**config.mk**
```make
export PLATFORM = sky130hd
export DESIGN_NAME = inst_fetcher
export DESIGN_NICKNAME = d
export VERILOG_FILES = /design/src/rtl/inst_fetcher.sv
export SDC_FILE = /design/constraint.sdc
export NUM_CORES = 1
export LEC_CHECK = 0
export ABC_CLOCK_PERIOD_IN_PS = 2610
export CORE_MARGIN = 1
export CORE_UTILIZATION = 40
export DETAILED_ROUTE_END_ITERATION = 12
export GPL_TIMING_DRIVEN = 0
export PLACE_DENSITY_LB_ADDON = 0.08
export SKIP_LAST_GASP = 1
export SYNTH_ARGS = -nofsm -noshare
export SYNTH_HDL_FRONTEND = slang
export SYNTH_SLANG_ARGS = --single-unit
export TNS_END_PERCENT = 1
```
**constraint.sdc**
```tcl
create_clock -name clk -period 2.61 [get_ports clk]
set_input_delay 0.6525 -clock clk [delete_from_list [all_inputs] [get_ports clk]]
set_output_delay 0.6525 -clock clk [all_outputs]
set_load 0.02 [all_outputs]
```
**src/rtl/inst_fetcher.sv**
```systemverilog
// rtl/inst_fetcher.sv - single-outstanding instruction fetcher between memory controller and instruction queue
module inst_fetcher #(
  parameter logic [31:0] RESET_PC = 32'h0000_0000
) (
  input  logic        clk,
  input  logic        rst,
  input  logic        rdy,
  input  logic        clear,
  input  logic [31:0] redirect_pc,
  output logic        mc_req,
  output logic [31:0] mc_addr,
  input  logic        mc_done,
  input  logic [31:0] mc_data,
  input  logic        iq_full,
  output logic        iq_valid,
  output logic [31:0] iq_inst,
  output logic [31:0] iq_pc
);

  // IDLE: no request; BUSY: live request; HOLD: word waiting for queue space;
  // DRAIN: request whose data must be dropped because a redirect arrived.
  typedef enum logic [1:0] {IDLE, BUSY, HOLD, DRAIN} state_t;

  state_t      state_q, state_d;
  logic [31:0] pc_q, pc_d;
  logic [31:0] hold_q, hold_d;
  logic        mc_req_q, mc_req_d;
  logic [31:0] mc_addr_q, mc_addr_d;
  logic        iq_valid_q, iq_valid_d;
  logic [31:0] iq_inst_q, iq_inst_d;
  logic [31:0] iq_pc_q, iq_pc_d;

  assign mc_req   = mc_req_q;
  assign mc_addr  = mc_addr_q;
  assign iq_valid = iq_valid_q;
  assign iq_inst  = iq_inst_q;
  assign iq_pc    = iq_pc_q;

  // Next-state and registered-output logic; rdy=0 leaves every register as is.
  always_comb begin
    state_d    = state_q;
    pc_d       = pc_q;
    hold_d     = hold_q;
    mc_req_d   = mc_req_q;
    mc_addr_d  = mc_addr_q;
    iq_valid_d = iq_valid_q;
    iq_inst_d  = iq_inst_q;
    iq_pc_d    = iq_pc_q;

    if (rdy) begin
      // The push strobe only ever lasts one active cycle.
      iq_valid_d = 1'b0;
      case (state_q)
        IDLE: begin
          if (clear) begin
            pc_d = redirect_pc;
          end else if (!iq_full) begin
            mc_req_d  = 1'b1;
            mc_addr_d = pc_q;
            state_d   = BUSY;
          end
        end
        BUSY: begin
          if (mc_done) begin
            mc_req_d = 1'b0;
            if (clear) begin
              pc_d    = redirect_pc;
              state_d = IDLE;
            end else if (!iq_full) begin
              iq_valid_d = 1'b1;
              iq_inst_d  = mc_data;
              iq_pc_d    = pc_q;
              pc_d       = pc_q + 32'd4;
              state_d    = IDLE;
            end else begin
              hold_d  = mc_data;
              state_d = HOLD;
            end
          end else if (clear) begin
            // The memory controller still owes a response; keep the request up.
            pc_d    = redirect_pc;
            state_d = DRAIN;
          end
        end
        HOLD: begin
          if (clear) begin
            pc_d    = redirect_pc;
            hold_d  = '0;
            state_d = IDLE;
          end else if (!iq_full) begin
            iq_valid_d = 1'b1;
            iq_inst_d  = hold_q;
            iq_pc_d    = pc_q;
            pc_d       = pc_q + 32'd4;
            hold_d     = '0;
            state_d    = IDLE;
          end
        end
        DRAIN: begin
          if (clear) begin
            pc_d = redirect_pc;
          end
          if (mc_done) begin
            mc_req_d = 1'b0;
            state_d  = IDLE;
          end
        end
        default: begin
          state_d = IDLE;
        end
      endcase
    end
  end

  // State and output registers with asynchronous active-low reset.
  always_ff @(posedge clk or negedge rst) begin
    if (!rst) begin
      state_q    <= IDLE;
      pc_q       <= RESET_PC;
      hold_q     <= '0;
      mc_req_q   <= 1'b0;
      mc_addr_q  <= '0;
      iq_valid_q <= 1'b0;
      iq_inst_q  <= '0;
      iq_pc_q    <= '0;
    end else begin
      state_q    <= state_d;
      pc_q       <= pc_d;
      hold_q     <= hold_d;
      mc_req_q   <= mc_req_d;
      mc_addr_q  <= mc_addr_d;
      iq_valid_q <= iq_valid_d;
      iq_inst_q  <= iq_inst_d;
      iq_pc_q    <= iq_pc_d;
    end
  end

endmodule

```
* Word-level counts from Yosys, hierarchy flattened
Index checks and enable logic that the tools add are counted.
** Word-level totals
- Flip-flop bits (word level) :: 164
- Latch bits :: 0
- RAM bits :: 0
- Bits in read-only memories :: 0
- Bits of input ports :: 70
- Output and inout bits :: 98
- Word-level logic and storage cells :: 76
- Memories kept :: 0
** Operators by class
- Add/sub/neg operators :: 1
- Multipliers :: 0
- Div/mod/pow operators :: 0
- $lt $le $gt $ge :: 0
- Equality and inequality tests :: 15
- Shifts and indexed selects :: 0
- Multiplexer cells :: 39
- Bitwise gates (word level) :: 2
- Reductions and logical operators :: 11
** Operators with widths (count)
- 32-bit two-way mux :: 17
- 32-bit case mux with 2 select lines :: 3
- 32-bit case mux with 3 select lines :: 1
- 32-bit by 3-bit adder with 32-bit output, second input constant :: 1
- 2-bit two-way mux :: 9
- 2-bit != test, second input constant :: 9
- 6-bit AND reduction :: 2
- 2-bit case mux with 4 select lines :: 1
- 7-bit AND reduction :: 1
- 1-bit two-way mux :: 6
- 3-bit != test, second input constant :: 2
- 5-bit AND reduction :: 1
- 2-bit equality test, second input constant :: 2
- 1-bit case mux with 2 select lines :: 2
- 4-bit AND reduction :: 1
- 2-bit nonzero test :: 2
- 2-bit OR reduction :: 2
- 3-bit AND reduction :: 1
- 2-bit by 1-bit equality test with 1-bit output, second input constant :: 1
- 2-bit zero test :: 1
- 2-bit by 1-bit != test with 1-bit output, second input constant :: 1
- 1-bit NOT :: 2

* Depth between registers and ports, before layout
Gate-level depths: netlist of the first run.
- Depth in word-level cells :: 5
- Depth in mapped cells :: 10
- Mapped depth without buffers :: 7

* Worst setup path after synthesis of the first run
No wires, ideal clock.
- Path kind :: input to register
- Start :: input iq_full
- End :: register pc_q[23]
- Setup time :: 0.104 ns
- Data arrival time :: 2.074 ns
- Data required time :: 2.506 ns
- Setup slack :: 0.433 ns
- Stages on the path :: 6
- Path buffers :: 1
- Path through :: buf_2 nand4b_4 nor2_1 nand2_4 o41a_1 o311ai_1
** Between the ends
- Word-level cells in the longest chain between the ends :: 4
** RTL lines
- start: declaration :: RTL line 14 : input logic iq_full,
- 32-bit two-way mux (*) (2 in a row)
- 32-bit two-way mux
- 32-bit case mux with 3 select lines (*)
- end signal: assignment :: RTL line 128 : pc_q <= pc_d;
- end: declaration :: RTL line 25 : logic [31:0] pc_q, pc_d;
Every way passes the cells marked *; elsewhere a longest branch is shown, timed or not.
A chain may end at the register's enable or synchronous reset.

* Worst setup path in the final report of the first run
- Start :: register state_q[1]
- End :: register pc_q[24]
** Between the ends
- Word-level cells in the longest chain between the ends :: 3
- Elaborated cells on any way between the ends :: 6
- Classes of those cells :: eq/ne (3); mux (1); reduce/logical (2)
** RTL lines
- start: declaration :: RTL line 24 : state_t state_q, state_d;
- start signal: assignment :: RTL line 127 : state_q <= state_d;
- 2-bit equality test / 2-bit zero test (equally long branches) :: RTL line 53 : case (state_q)
- 2-bit OR reduction (no source line)
- 32-bit case mux with 3 select lines (*) :: RTL line 53
Marked as above.

==> impl_summary.txt, run 1 <==
----------------------------------------------------
[Power and ir drop]
  Power per cell area ... between 1000 and 1500 nW/um^2
  Highest ir drop seen on vdd ... ~0.00053 V
  Leakage dissipation ... ~4.4 nW

[Global routing]
  Overall fraction of global-route tracks in use ... 22.5%
  Pin count of the biggest net entering global routing ... 100
  Vias in the first global route ... approximately 6300
  Initial antenna violation count ... 0
  Wire length of the first global-routing pass ... around 34 mm
  Global route overflow ... 0

[Critical path]
  Cell with the largest stage delay on the worst path ... sky130_fd_sc_hd__mux2i_2
  Flop2flop setup slack ... -0.007 ns
  Required time of the critical path ... a little under 3 ns
  Number of buffers and inverters on the critical path ... 3
  Count of cells along the worst register-to-register path ... 9
  WS Path Type ... register to register
  Critical path data arrival time ... a little under 3 ns
  Sort of element at the end of the critical path ... register
  List of cells traversed by the critical path ... inv_1, ha_1, buf_2, mux2i_2, nor2_1, nor2_2, clkbuf_2, nand2_1, o311ai_0
  Worst flop-to-flop path startpoint ... state_q[1]$_DFFE_PN0P_
  Crit path largest cell delay ... 0.49 ns
  Terminus of the critical flop-to-flop path ... pc_q[24]$_DFFE_PN0P_
  Delay-heaviest family, CP ... buffers and inverters
  Category of the worst setup path launch point ... register
  Crit-path max FO ... 10

[Synthesis]
  Synthesized cell area ... roughly 7600 sq um
  Top cell type's share of synthesized area ... roughly 54%
  Syn Nets ... roughly 790
  Number of cells produced by synthesis ... just over 700
  Area leader, netlist ... sky130_fd_sc_hd__dfrtp_1
  Leading post-synthesis cells by cell area ... sky130_fd_sc_hd__dfrtp_1 54%, sky130_fd_sc_hd__mux2_2 10%, sky130_fd_sc_hd__nand2_1 4.8%, sky130_fd_sc_hd__o21ai_0 4.5%, sky130_fd_sc_hd__a31oi_1 3.0%
  Flops & latches, synth ... roughly 160
  Portion of the post-synthesis area used by sequential elements ... 54.2%
  Number of distinct library cells after synthesis ... between 50 and 60
  Async set-reset flop share out of synthesis ... 100%
  Number of flops mapped to enable cells by yosys ... 0
  Number of synthesis warnings ... 0
  Ys flop type ... sky130_fd_sc_hd__dfrtp_1
  Mean post-synth cell area ... around 11 sq um

[STA]
  Worst-case setup margin in the final layout ... -0.00737 ns
  Tightest Pin Transition ... around 1 ns
  Min Clock Period, post-route ... roughly 2.6 ns
  Share of the clock period used by the worst path after layout ... 100%
  Tightest slew margin relative to the limit ... between 30% and 40%
  RSZ-0062 raised after global routing ... true
  Final Setup Violations ... 1
  Max Slew Vio Count ... 0
  Worst setup skew after layout ... around 0.0096 ns
  Maximum clock frequency ... between 300 and 400 MHz
  Number of hold violations in the final report ... 0

[Route]
  Number of DRC violations after detailed routing ... 0
  Vias/cell ... ~5.6
  Antenna-violating nets left ... 0
  Total detailed-routing wirelength ... ~21 mm
  Detailed Route Iter0 Violations ... about 440
  Number of vias after detailed routing ... 6434
  Per-cell routed wire length ... around 19 microns
  Drt first pass iters ... 5

[Final layout]
  Number of nets in the layout ... around 980
  Most common cell after layout, fill and taps aside ... sky130_fd_sc_hd__dfrtp_1
  Layout fillers ... approximately 1600
  Leading cell types in the layout, fill and taps excluded ... 164 x sky130_fd_sc_hd__dfrtp_1, 163 x sky130_fd_sc_hd__clkdlybuf4s50_1, 96 x sky130_fd_sc_hd__nand2_1
  Synthesis-to-finish area growth ... 34.6%
  ANT cells ... 0
  Share of final-layout standard cells stronger than drive strength 1 ... 15.4%
  Finished Layout Cells ... approximately 1100

[Floorplanning]
  Floorplan die height ... ~140 microns
  Cell row count ... 49
  Effective utilization at floorplan ... 41.4%
  Horizontal extent of the die ... roughly 140 microns
  Placeable core area ... 18300 sq um
  Die Outline Area ... a little under 20000 sq um
  Top-level I/O count ... ~170

[Outcome]
  Status ... complete, but fails checks
  Failing checks ... setup timing

[Clock network]
  Clock sink total ... between 150 and 200
  Clock tree root driver cell ... sky130_fd_sc_hd__clkbuf_16
  H-tree depth ... 4
  Maximum count of clock buffers along a single path ... 2
  Clock tree from TritonCTS ... yes
  Number of CTS-inserted buffers ... 17
  Latest clock arrival within the worst-skew pair ... ~0.43 ns
  Post-CTS clock slew at the launch and capture registers of the worst setup and hold paths ... 0.07 ns

[Hold path]
  Worst hold path type ... input port to asynchronous set/reset pin

[Placed design]
  Total instance count after detailed placement ... roughly 1100
  HPWL reported at the end of detailed placement ... about 15 mm
  Pre-CTS worst setup slack ... -0.469 ns
  GPL Wtd Cong ... between 0.8 and 0.9
  Total of buffers placed on input and output ports ... 164

[Job]
  Number of max-capacitance violations reported ... 0

----------------------------------------------------
[synth_stat cells, types with 9 or more instances]
master,instances
sky130_fd_sc_hd__a21oi_1,19
sky130_fd_sc_hd__a31oi_1,36
sky130_fd_sc_hd__and3_1,9
sky130_fd_sc_hd__buf_2,18
sky130_fd_sc_hd__clkbuf_1,26
sky130_fd_sc_hd__dfrtp_1,164
sky130_fd_sc_hd__mux2_2,69
sky130_fd_sc_hd__mux2i_1,10
sky130_fd_sc_hd__nand2_1,97
sky130_fd_sc_hd__nand2b_1,35
sky130_fd_sc_hd__nand3_1,14
sky130_fd_sc_hd__nand4_1,9
sky130_fd_sc_hd__nor2_1,48
sky130_fd_sc_hd__o21ai_0,68
[area by class of cell]
class,count,area [sq um],share of cell area (%)
sequential,164,4100,40.3
multi-input combinational,501,3270,32.1
timing repair buffer,167,1690,16.6
clock buffer,18,439,4.31
tap,229,287,2.81
buffer,46,215,2.11
clock inverter,14,166,1.63
inverter,6,22.5,0.221
[repair_timing]
| item | 4_1_cts | 5_1_grt |
|---|---|---|
| hold buffers | 0 | 0 |
| buffers inserted | 2 | 0 |
| pin swaps | 1 | 0 |
| gates resized for setup | 10 | 10 |
| setup endpoints to repair | 81 | 116 |
[report_power, final]
part           switching (mW)  total (mW)  internal, mW
clock                    1.11        2.58          1.47
sequential              0.921        4.61          3.69
combinational            2.41        4.68          2.27
[worst register-to-register path, stage by stage (launching register included)]
cell and delay [ns]:
sky130_fd_sc_hd__dfrtp_1 0.41, sky130_fd_sc_hd__inv_1 0.14, sky130_fd_sc_hd__ha_1 0.15, sky130_fd_sc_hd__buf_2 0.23, sky130_fd_sc_hd__mux2i_2 0.50, sky130_fd_sc_hd__nor2_1 0.19, sky130_fd_sc_hd__nor2_2 0.39, sky130_fd_sc_hd__clkbuf_2 0.32
sky130_fd_sc_hd__nand2_1 0.09, sky130_fd_sc_hd__o311ai_0 0.09
[stage by stage]
stage	util (%)	total power [mW]	area, sq um	TNS, ns	hold slack [ns]
after global placement	52.0	9.14	9500	-968.43	0.462
final	55.8	11.9	10200	-0.00737	0.171
after floorplan	-	7.01	7570	0	0.357
after detailed placement	52.2	9.29	9530	-31.72	0.471
after global routing	55.8	12.6	10200	-5.45	0.201
after CTS	55.7	11.9	10200	-2.18	0.184
[cell families (layout without fill, tap and decap cells)]
logic type,after synthesis,in the layout,share of synthesized area [%]
AOI/OAI and AO/OA,169,169,13.8
muxes,79,79,11.6
adders and majority gates,6,6,0.991
buffers and inverters,53,251,2.99
xor gates and xnor gates,6,6,0.694
and+or+nand+nor,241,241,15.7
DFF,164,164,54.2
[state kept, by name, summed over array words and instances, names as in the netlist]
signal / cells
pc_q: 32
state_q: 2
mc_addr: 32
iq_valid: 1
hold_q: 32
mc_req: 1
iq_pc: 32
iq_inst: 32
[routing by layer]
| metal | global-route usage [%] | vias up | routed length (microns) |
|---|---|---|---|
| li1 | - | 2954 | - |
| met1 | 29.4 | 3209 | 9270 |
| met3 | 4.37 | 29 | 1110 |
| met5 | 0 | - | 0 |
| met2 | 37.2 | 242 | 10500 |
| met4 | 8.21 | 0 | 401 |
[worst max-delay path by stage]
stage | startpoint | endpoint | depth (start not counted) | slack, ns
final | state_q[1]$_DFFE_PN0P_ | pc_q[24]$_DFFE_PN0P_ | 9 | -0.007
after global routing | state_q[1]$_DFFE_PN0P_ | pc_q[4]$_DFFE_PN0P_ | 8 | -0.18
after CTS | state_q[1]$_DFFE_PN0P_ | iq_inst[5]$_DFFE_PN0P_ | 10 | -0.08
after detailed placement | clear | pc_q[15]$_DFFE_PN0P_ | 7 | -0.47
after global placement | rst | hold_q[26]$_DFFE_PN0P_ | 1 | -5.75
after floorplan | iq_full | pc_q[23]$_DFFE_PN0P_ | 6 | 0.43
No activity file was read; power rests on OpenSTA's default activity.
==> inputs of run 2 (changes only) <==
--- a/config.mk
+++ b/config.mk
@@ -9,6 +9,7 @@
 export CORE_MARGIN = 1
 export CORE_UTILIZATION = 40
 export DETAILED_ROUTE_END_ITERATION = 12
+export GPL_ROUTABILITY_DRIVEN = 0
 export GPL_TIMING_DRIVEN = 0
 export PLACE_DENSITY_LB_ADDON = 0.08
 export SKIP_LAST_GASP = 1
==> results of run 2 <==
Final layout, timing and power as in run 1 (identical DEF).
